[config.mk]
export PLATFORM = sky130hd
export DESIGN_NAME = mem_stage
export DESIGN_NICKNAME = d
export VERILOG_FILES = /design/src/rtl/pipe_pkg.sv /design/src/rtl/dmem_ctrl.sv /design/src/rtl/mem_stage.sv
export SDC_FILE = /design/constraint.sdc
export NUM_CORES = 1
export LEC_CHECK = 0
export BUFFER_PORTS_ARGS = -buffer_cell sky130_fd_sc_hd__buf_2
export CAP_MARGIN = 20
export CORE_ASPECT_RATIO = 0.5
export CORE_MARGIN = 2
export CORE_UTILIZATION = 47
export CTS_CLUSTER_DIAMETER = 200
export DETAILED_ROUTE_END_ITERATION = 6
export GPL_TIMING_DRIVEN = 0
export HOLD_SLACK_MARGIN = 0.02
export PLACE_DENSITY = 0.8
export SYNTH_ARGS = -nofsm -noshare
export SYNTH_HDL_FRONTEND = slang
export SYNTH_SLANG_ARGS = --single-unit
[constraint.sdc]
create_clock -name clk -period 3 [get_ports clk]
set_input_delay 0.15 -clock clk [delete_from_list [all_inputs] [get_ports clk]]
set_output_delay 0.15 -clock clk [all_outputs]
set_load 0.01 [all_outputs]
[src/rtl/pipe_pkg.sv]
// Shared types and width constants for the pipeline's memory stage.
package pipe_pkg;

    localparam int REG_ADDR_W = 5;
    localparam int WORD_W     = 32;

    typedef enum logic {
        IDLE = 1'b0,
        WAIT = 1'b1
    } mem_state_t;

endpackage

[src/rtl/dmem_ctrl.sv]
// Data-memory handshake controller: alignment check, req/ack FSM and stall generation.
module dmem_ctrl
    import pipe_pkg::*;
(
    input  logic       clk,
    input  logic       reset,
    input  logic       op_valid,
    input  logic       op_read,
    input  logic       op_write,
    input  logic [1:0] addr_lsb,
    input  logic       dmem_ack,
    output logic       dmem_req,
    output logic       dmem_we,
    output logic       mem_stall,
    output logic       mem_align_err,
    output logic       complete
);

    mem_state_t state_q, state_d;

    logic mem_op;
    logic misaligned;
    logic aligned_op;

    assign mem_op     = op_valid & (op_read | op_write);
    assign misaligned = (addr_lsb != 2'b00);
    assign aligned_op = mem_op & ~misaligned;

    // NOTE: every always_comb output gets a default first so no path can infer a latch.
    always_comb begin
        state_d  = state_q;
        dmem_req = 1'b0;
        unique case (state_q)
            IDLE: begin
                dmem_req = aligned_op;
                if (aligned_op && !dmem_ack) begin
                    state_d = WAIT;
                end
            end
            WAIT: begin
                dmem_req = 1'b1;
                if (dmem_ack) begin
                    state_d = IDLE;
                end
            end
            default: state_d = IDLE;
        endcase
    end

    // NOTE: sequential state uses non-blocking assignments only.
    always_ff @(posedge clk) begin
        if (reset) begin
            state_q <= IDLE;
        end else begin
            state_q <= state_d;
        end
    end

    // A store wins when both control bits are set; acks without a request never complete.
    assign dmem_we       = op_write;
    assign complete      = dmem_req & dmem_ack;
    assign mem_stall     = dmem_req & ~dmem_ack;
    assign mem_align_err = mem_op & misaligned;

endmodule

[src/rtl/mem_stage.sv]
// MEM pipeline stage: EX/MEM register, data-memory access, MEM/WB register and stall counter.
module mem_stage
    import pipe_pkg::*;
#(
    parameter int ADDR_W = 32
) (
    input  logic                  clk,
    input  logic                  reset,
    input  logic                  ex_valid,
    input  logic [WORD_W-1:0]     ex_alu_result,
    input  logic [WORD_W-1:0]     ex_write_data,
    input  logic [REG_ADDR_W-1:0] ex_rd,
    input  logic                  ex_mem_read,
    input  logic                  ex_mem_write,
    input  logic                  ex_reg_write,
    input  logic                  ex_mem_to_reg,
    output logic                  mem_stall,
    output logic [WORD_W-1:0]     EX_MEM_alu_result,
    output logic [REG_ADDR_W-1:0] ex_mem_rd,
    output logic                  ex_mem_reg_write,
    output logic                  dmem_req,
    output logic                  dmem_we,
    output logic [ADDR_W-1:0]     dmem_addr,
    output logic [WORD_W-1:0]     dmem_wdata,
    input  logic                  dmem_ack,
    input  logic [WORD_W-1:0]     dmem_rdata,
    output logic                  mem_wb_valid,
    output logic [WORD_W-1:0]     MEM_WB_read_data,
    output logic [WORD_W-1:0]     MEM_WB_alu_result,
    output logic [REG_ADDR_W-1:0] mem_wb_rd,
    output logic                  mem_wb_reg_write,
    output logic                  mem_wb_mem_to_reg,
    output logic                  mem_align_err,
    output logic [31:0]           stall_cycles
);

    logic                  ex_valid_q;
    logic [WORD_W-1:0]     ex_alu_q;
    logic [WORD_W-1:0]     ex_wdata_q;
    logic [REG_ADDR_W-1:0] ex_rd_q;
    logic                  ex_mem_read_q;
    logic                  ex_mem_write_q;
    logic                  ex_reg_write_q;
    logic                  ex_mem_to_reg_q;

    logic                  wb_valid_q;
    logic [WORD_W-1:0]     wb_read_data_q;
    logic [WORD_W-1:0]     wb_alu_q;
    logic [REG_ADDR_W-1:0] wb_rd_q;
    logic                  wb_reg_write_q;
    logic                  wb_mem_to_reg_q;

    logic [31:0]           stall_cnt_q;
    logic                  complete;
    logic                  is_load;

    dmem_ctrl u_ctrl (
        .clk           (clk),
        .reset         (reset),
        .op_valid      (ex_valid_q),
        .op_read       (ex_mem_read_q),
        .op_write      (ex_mem_write_q),
        .addr_lsb      (ex_alu_q[1:0]),
        .dmem_ack      (dmem_ack),
        .dmem_req      (dmem_req),
        .dmem_we       (dmem_we),
        .mem_stall     (mem_stall),
        .mem_align_err (mem_align_err),
        .complete      (complete)
    );

    always_ff @(posedge clk) begin
        if (reset) begin
            ex_valid_q      <= 1'b0;
            ex_alu_q        <= '0;
            ex_wdata_q      <= '0;
            ex_rd_q         <= '0;
            ex_mem_read_q   <= 1'b0;
            ex_mem_write_q  <= 1'b0;
            ex_reg_write_q  <= 1'b0;
            ex_mem_to_reg_q <= 1'b0;
        end else if (!mem_stall) begin
            ex_valid_q      <= ex_valid;
            ex_alu_q        <= ex_alu_result;
            ex_wdata_q      <= ex_write_data;
            ex_rd_q         <= ex_rd;
            ex_mem_read_q   <= ex_mem_read;
            ex_mem_write_q  <= ex_mem_write;
            ex_reg_write_q  <= ex_reg_write;
            ex_mem_to_reg_q <= ex_mem_to_reg;
        end
    end

    assign is_load = ex_mem_read_q & ~ex_mem_write_q;

    // Stalled and misaligned instructions both retire as bubbles; data fields keep their last values.
    always_ff @(posedge clk) begin
        if (reset) begin
            wb_valid_q      <= 1'b0;
            wb_read_data_q  <= '0;
            wb_alu_q        <= '0;
            wb_rd_q         <= '0;
            wb_reg_write_q  <= 1'b0;
            wb_mem_to_reg_q <= 1'b0;
        end else if (mem_stall || mem_align_err) begin
            wb_valid_q      <= 1'b0;
            wb_reg_write_q  <= 1'b0;
        end else begin
            wb_valid_q      <= ex_valid_q;
            wb_alu_q        <= ex_alu_q;
            wb_rd_q         <= ex_rd_q;
            wb_reg_write_q  <= ex_valid_q & ex_reg_write_q;
            wb_mem_to_reg_q <= ex_mem_to_reg_q;
            if (complete && is_load) begin
                wb_read_data_q <= dmem_rdata;
            end
        end
    end

    always_ff @(posedge clk) begin
        if (reset) begin
            stall_cnt_q <= '0;
        end else if (mem_stall && (stall_cnt_q != 32'hFFFF_FFFF)) begin
            stall_cnt_q <= stall_cnt_q + 32'd1;
        end
    end

    assign EX_MEM_alu_result = ex_alu_q;
    assign ex_mem_rd         = ex_rd_q;
    assign ex_mem_reg_write  = ex_valid_q & ex_reg_write_q;
    assign dmem_addr         = ADDR_W'(ex_alu_q);
    assign dmem_wdata        = ex_wdata_q;

    assign mem_wb_valid      = wb_valid_q;
    assign MEM_WB_read_data  = wb_read_data_q;
    assign MEM_WB_alu_result = wb_alu_q;
    assign mem_wb_rd         = wb_rd_q;
    assign mem_wb_reg_write  = wb_reg_write_q;
    assign mem_wb_mem_to_reg = wb_mem_to_reg_q;
    assign stall_cycles      = stall_cnt_q;

endmodule

Word-level counts from Yosys, hierarchy flattened
Index checks and enable logic that the tools add are counted.
W data, S select, Z words.
{"block": "word_totals", "reg_bits": 179, "in_bits": 109, "output_inout_bits": 210, "word_cells": 43}
{"block": "op_classes", "n_addsub": 1, "eq_ne": 1, "mux": 4, "bitwise_logic": 13, "n_reduce_logical": 8}
{"cell": "$add A32 B1 Y32 const B", "count": 1}
{"cell": "$ne A32 B32 Y1 const B", "count": 1}
{"cell": "$and A1 B1 Y1", "count": 7}
{"cell": "$not A1 Y1", "count": 5}
{"cell": "$pmux W1 S2", "count": 2}
{"cell": "$logic_and A1 B1 Y1", "count": 3}
{"cell": "$mux W1", "count": 2}
{"cell": "$reduce_and A2 Y1", "count": 1}
{"cell": "$reduce_bool A2 Y1", "count": 1}
{"cell": "$reduce_or A2 Y1", "count": 1}
{"cell": "$logic_not A1 Y1", "count": 1}
{"cell": "$logic_or A1 B1 Y1", "count": 1}
{"cell": "$or A1 B1 Y1", "count": 1}

Logic depth before layout (Yosys ltp)
{"block": "logic_depth", "word_depth": 8, "ltp_mapped": 8, "ltp_nobuf": 6}

By module
From an unflattened synthesis, not the netlist that was laid out.
{"block": "hier_totals", "cells_unflattened": 801, "area_unflattened_um2": 7118.1}
{"module": "mem_stage", "n_inst": 1, "cells_per_inst": 787, "area_each_um2": 7015.5, "seq_area_each_um2": 3563.4}
{"module": "dmem_ctrl", "n_inst": 1, "cells_per_inst": 14, "area_each_um2": 102.6, "seq_area_each_um2": 20.0}

Least setup slack after synthesis
No wires, ideal clock.
{"block": "synth_path", "path_type": "reg-to-reg", "start": "register stall_cnt_q[0], in the netlist stall_cycles[0]", "end": "register stall_cnt_q[18], in the netlist stall_cycles[18]", "setup_ns": 0.121, "arrival_ns": 2.088, "required_time_ns": 2.879, "setup_slack_ns": 0.791, "path_stages_with_launch": 7, "n_path_buf": 0, "period_less_slack_ns": 2.209, "path_cell_list": "dfxtp_1 -> ha_1 -> nand4_1 -> nor4_4 -> a211oi_1 -> nand4_1 -> mux2_2"}
{"block": "synth_via", "elab_chain_len": 2, "elab_cells_between_ends": 3, "classes_between": "add/sub (1); eq/ne (1); reduce/logical (1)"}
{"element": "start: declaration", "line_no": "mem_stage.sv:53", "source": "logic [31:0] stall_cnt_q;"}
{"element": "start signal: assignment", "line_no": "mem_stage.sv:124", "source": "stall_cnt_q <= stall_cnt_q + 32'd1;"}
{"element": "branches (longest 2 deep; another with $add A32 B1 Y32)"}
Several ways; the timed one is not identified.
A chain may end at the register's enable or synchronous reset.

Worst setup path in the final report
{"block": "layout_path", "start": "register stall_cnt_q[0], in the netlist stall_cycles[0]", "end": "register stall_cnt_q[12], in the netlist stall_cycles[12]"}
The elaborated chain is that of the path after synthesis.

==> metrics.cfg <==
[pwr]
internal_power_mw = 3.90
p_seq_share_pct = 47.5
combinationalPowerShare_pct = 11.7
clock_power_share_pct = 40.8
power-per-cell-area_nw_per_um2 = 513
sw_frac_of_total_pct = 27.1
p_leak_nw = 4.88
ir_drop_mv = 0.442
total_net_switching_power_mw = 1.45

[finish]
layout-drive-gt1-share_pct = 30.6
seq_area_um2 = 3580
final_net_count = 1422
diodes_inserted = 0
fin_cells = 1523
multiInputGateArea_um2 = 2870
synthToLayoutAreaGrowth_pct = 50.2
fillers = 1094

[drt]
drt_pre_antenna_iters = 5
routedWlPerCell_um = 15.6
via_count = 7768
drc_errors = 0
detail_route.iter0.violations = 429
post_drt_via_cell_ratio = 5.10
routed_wirelength_mm = 23.8
antenna_violating_nets_post_route = 0

[setup_path]
rrSetupSlack_ns = 0.35
critical_path.reg2reg.endpoint = stall_cycles[12]$_SDFFE_PP0P_
cp-end-kind = register
critPathSlowestCell = sky130_fd_sc_hd__nor4_4
stage_delay_of_the_slowest_cell_on_the_critical_path_ns = 0.68
r2r_cells = 6
cell_breakdown_of_the_critical_path = ha_1 > nand4_1 > nor4_4 > a211oi_1 > nand3_1 > mux2_2
crit_path_max_fanout = 10
cp.required_ns = 3.30
reg_to_reg_start = stall_cycles[0]$_SDFFE_PP0P_
crit_path_start_kind = register
arrival_time_at_the_worst_endpoint_ns = 2.95
critical_path_class = reg2reg

[timing]
fin_crit_sh_pct = 88.2
clock-skew-final_ns = 0.0164
finalHoldWorstSlack_ns = 0.171
tightest_slew_ns = 0.781
fin_tns_setup_ns = 0
achievable_freq_ghz = 0.378
finalHoldViolCount = 0
grt_setup_unrepaired = no
report.final.setup_viol = 0
slew_viol_final = 0
final_critical_period_ns = 2.65
worst_slew_margin_rel_pct = 47.6

[logic_synthesis]
synth_area_um2 = 6950
post_synth_num_cell_types = 43
syn-mean-instance-area_um2 = 8.00
syn_inst = 868
portion_of_the_post_synthesis_area_used_by_sequential_elements_pct = 51.6
syn_nets = 978
yosys_register_bits = 179
yosysWarnings = 0
synth_enable_flop_cells = 0
asyncSetResetFlopFracSynth_pct = 0
synth_flop_cell = sky130_fd_sc_hd__dfxtp_1

[floorplanning]
rows = 31
io_pins = 319
die-height_um = 90.0
die_area_um2 = 15800
initial_core_util_pct = 48.0
placeableCoreArea_um2 = 14500
die_width_um = 176

[grt]
grt_pass1_vias = 7536
grt_util_met3_pct = 4.82
grtUsageMet2_pct = 51.3
grtUsageMet1_pct = 35.3
grt_busiest_layer = met2
grt_overflow = 0
grt_antenna_before_repair = 0
grt_overall_usage_pct = 29.6
maximum_number_of_pins_on_one_net_before_global_route_repair = 20
grt_pass1_wl_mm = 37.6

[status]
run_status = complete, no violations

[min_path]
holdPathStages = 5
hold-path-endpoint = MEM_WB_read_data[31]$_SDFFE_PP0P_
origin_of_the_worst_min_delay_path = dmem_ack
timing.hold.worst.class = in2reg

[placed_design]
numPortBuffers = 318
placedCellCount = 1384
half_perimeter_wire_length_of_the_detailed_placement_result_mm = 15.9
finalWeightedCongestion = 0.837

[clocking]
htree_levels = 4
clk_root_buffer_cell = sky130_fd_sc_hd__clkbuf_16
postCtsSetupBuffers = 0
clkSlewWorstSetupHoldPaths_ns = 0.07
clock_path_buffers = 2
clock_insertion_delay_worst_skew_ns = 0.42
cts_hold_buf = 106
cts_repair_resize_count = 0
tritoncts_clock_tree = yes
cts_made_buffers = 17
cts.sink_count = 179

[job]
drv_cap = 0

[final cells by class]
cell class | count | share of cell area [%]
Inverter | 6 | 0.216
Clock buffer | 17 | 4.08
Sequential cell | 179 | 34.3
Tap cell | 198 | 2.37
Clock inverter | 15 | 1.50
Buffer | 87 | 4.54
Multi-Input combinational cell | 596 | 27.5
Timing Repair Buffer | 425 | 25.5
[cell families (layout without fill, tap and decap cells)]
| family | after synthesis | count (layout) | share of synthesized area (%) |
|---|---|---|---|
| xor gates and xnor gates | 13 | 13 | 1.64 |
| buffers and inverters | 93 | 550 | 7.15 |
| and+or+nand+nor | 390 | 390 | 24.2 |
| DFF | 179 | 179 | 51.6 |
| adders and majority gates | 1 | 1 | 0.180 |
| muxes | 5 | 5 | 0.792 |
| AOI/OAI and AO/OA | 187 | 187 | 14.5 |
[critical path: cells and delay by family, from the launching register on]
family,cells,cell delay [ns]
AO/OA/AOI/OAI,1,0.34
adder cells (fa/ha/maj),1,0.28
flip-flops,1,0.46
multiplexers,1,0.34
AND/OR/NAND/NOR,3,1.11
[metal layers]
metal	part of all wire, %	vias up
met1	41	3598
met3	5.4	98
li1	-	3737
met4	4.8	0
met2	49	335
met5	0	-
[synthesized netlist by cell type, types with 5 or more instances]
cell,count,area [um^2]
sky130_fd_sc_hd__nand2_1,297,1110
sky130_fd_sc_hd__dfxtp_1,179,3580
sky130_fd_sc_hd__a21oi_1,160,801
sky130_fd_sc_hd__clkbuf_1,44,165
sky130_fd_sc_hd__buf_4,32,240
sky130_fd_sc_hd__nor2_1,29,109
sky130_fd_sc_hd__nand3_1,14,70.1
sky130_fd_sc_hd__nand4_1,12,75.1
sky130_fd_sc_hd__xnor2_1,10,87.6
sky130_fd_sc_hd__o21ai_0,8,40.0
sky130_fd_sc_hd__or3_1,7,43.8
sky130_fd_sc_hd__and4_1,6,52.6
sky130_fd_sc_hd__a211oi_1,5,37.5
sky130_fd_sc_hd__inv_1,5,18.8
[through the flow]
step / cell area [um^2] / total power [mW] / setup slack, ns / utilization [%]
5_1_grt: 10400 / 5.55 / 0.179 / 72.1
3_5_place_dp: 8790 / 3.09 / 0.419 / 60.7
4_1_cts: 10400 / 5.35 / 0.397 / 72.1
3_3_place_gp: 8790 / 3.08 / 0.501 / 60.7
2_1_floorplan: 6950 / 2.83 / 0.791 / -
6_report: 10400 / 5.35 / 0.355 / 72.1
[power by group through the flow]
stage	registers (mW)	clock network [mW]	logic (mW)
after floorplan	2.62	0	0.210
after global placement	2.59	0	0.488
after detailed placement	2.59	0	0.499
after CTS	2.54	2.20	0.610
after global routing	2.55	2.32	0.675
final	2.54	2.18	0.625
[worst max-delay path by stage]
stage                                 startpoint                             to  slack (ns)  depth (start not counted)
floorplan           stall_cycles[0]$_SDFFE_PP0P_  stall_cycles[18]$_SDFFE_PP0P_        0.79                          6
global placement    stall_cycles[0]$_SDFFE_PP0P_  stall_cycles[18]$_SDFFE_PP0P_        0.50                          6
detailed placement  stall_cycles[0]$_SDFFE_PP0P_  stall_cycles[18]$_SDFFE_PP0P_        0.42                          6
CTS                 stall_cycles[0]$_SDFFE_PP0P_  stall_cycles[11]$_SDFFE_PP0P_        0.40                          8
global route        stall_cycles[0]$_SDFFE_PP0P_  stall_cycles[18]$_SDFFE_PP0P_        0.18                          6
finish              stall_cycles[0]$_SDFFE_PP0P_  stall_cycles[12]$_SDFFE_PP0P_        0.35                          6
[cells in the final DEF, fill, tap and decap left out, drive strengths merged, types with 2 or more instances in the layout]
master and instances:
a211oi 5, a21oi 160, and2 2, a31o 3, xor2 3, nor4 5
nand2 297, dlygate4sd3 106, xnor2 10, dfxtp 179, or4 4, or3 7
buf 362, nand2b 4, clkinv 5, nor3b 2, clkbuf 61, inv 15
nand3 14, mux2 4, and4 8, nor2 29, nand4 12, o31ai 3
o21ai 9, a2111oi 2, nor2b 4
(Power assumes the default switching activity.)
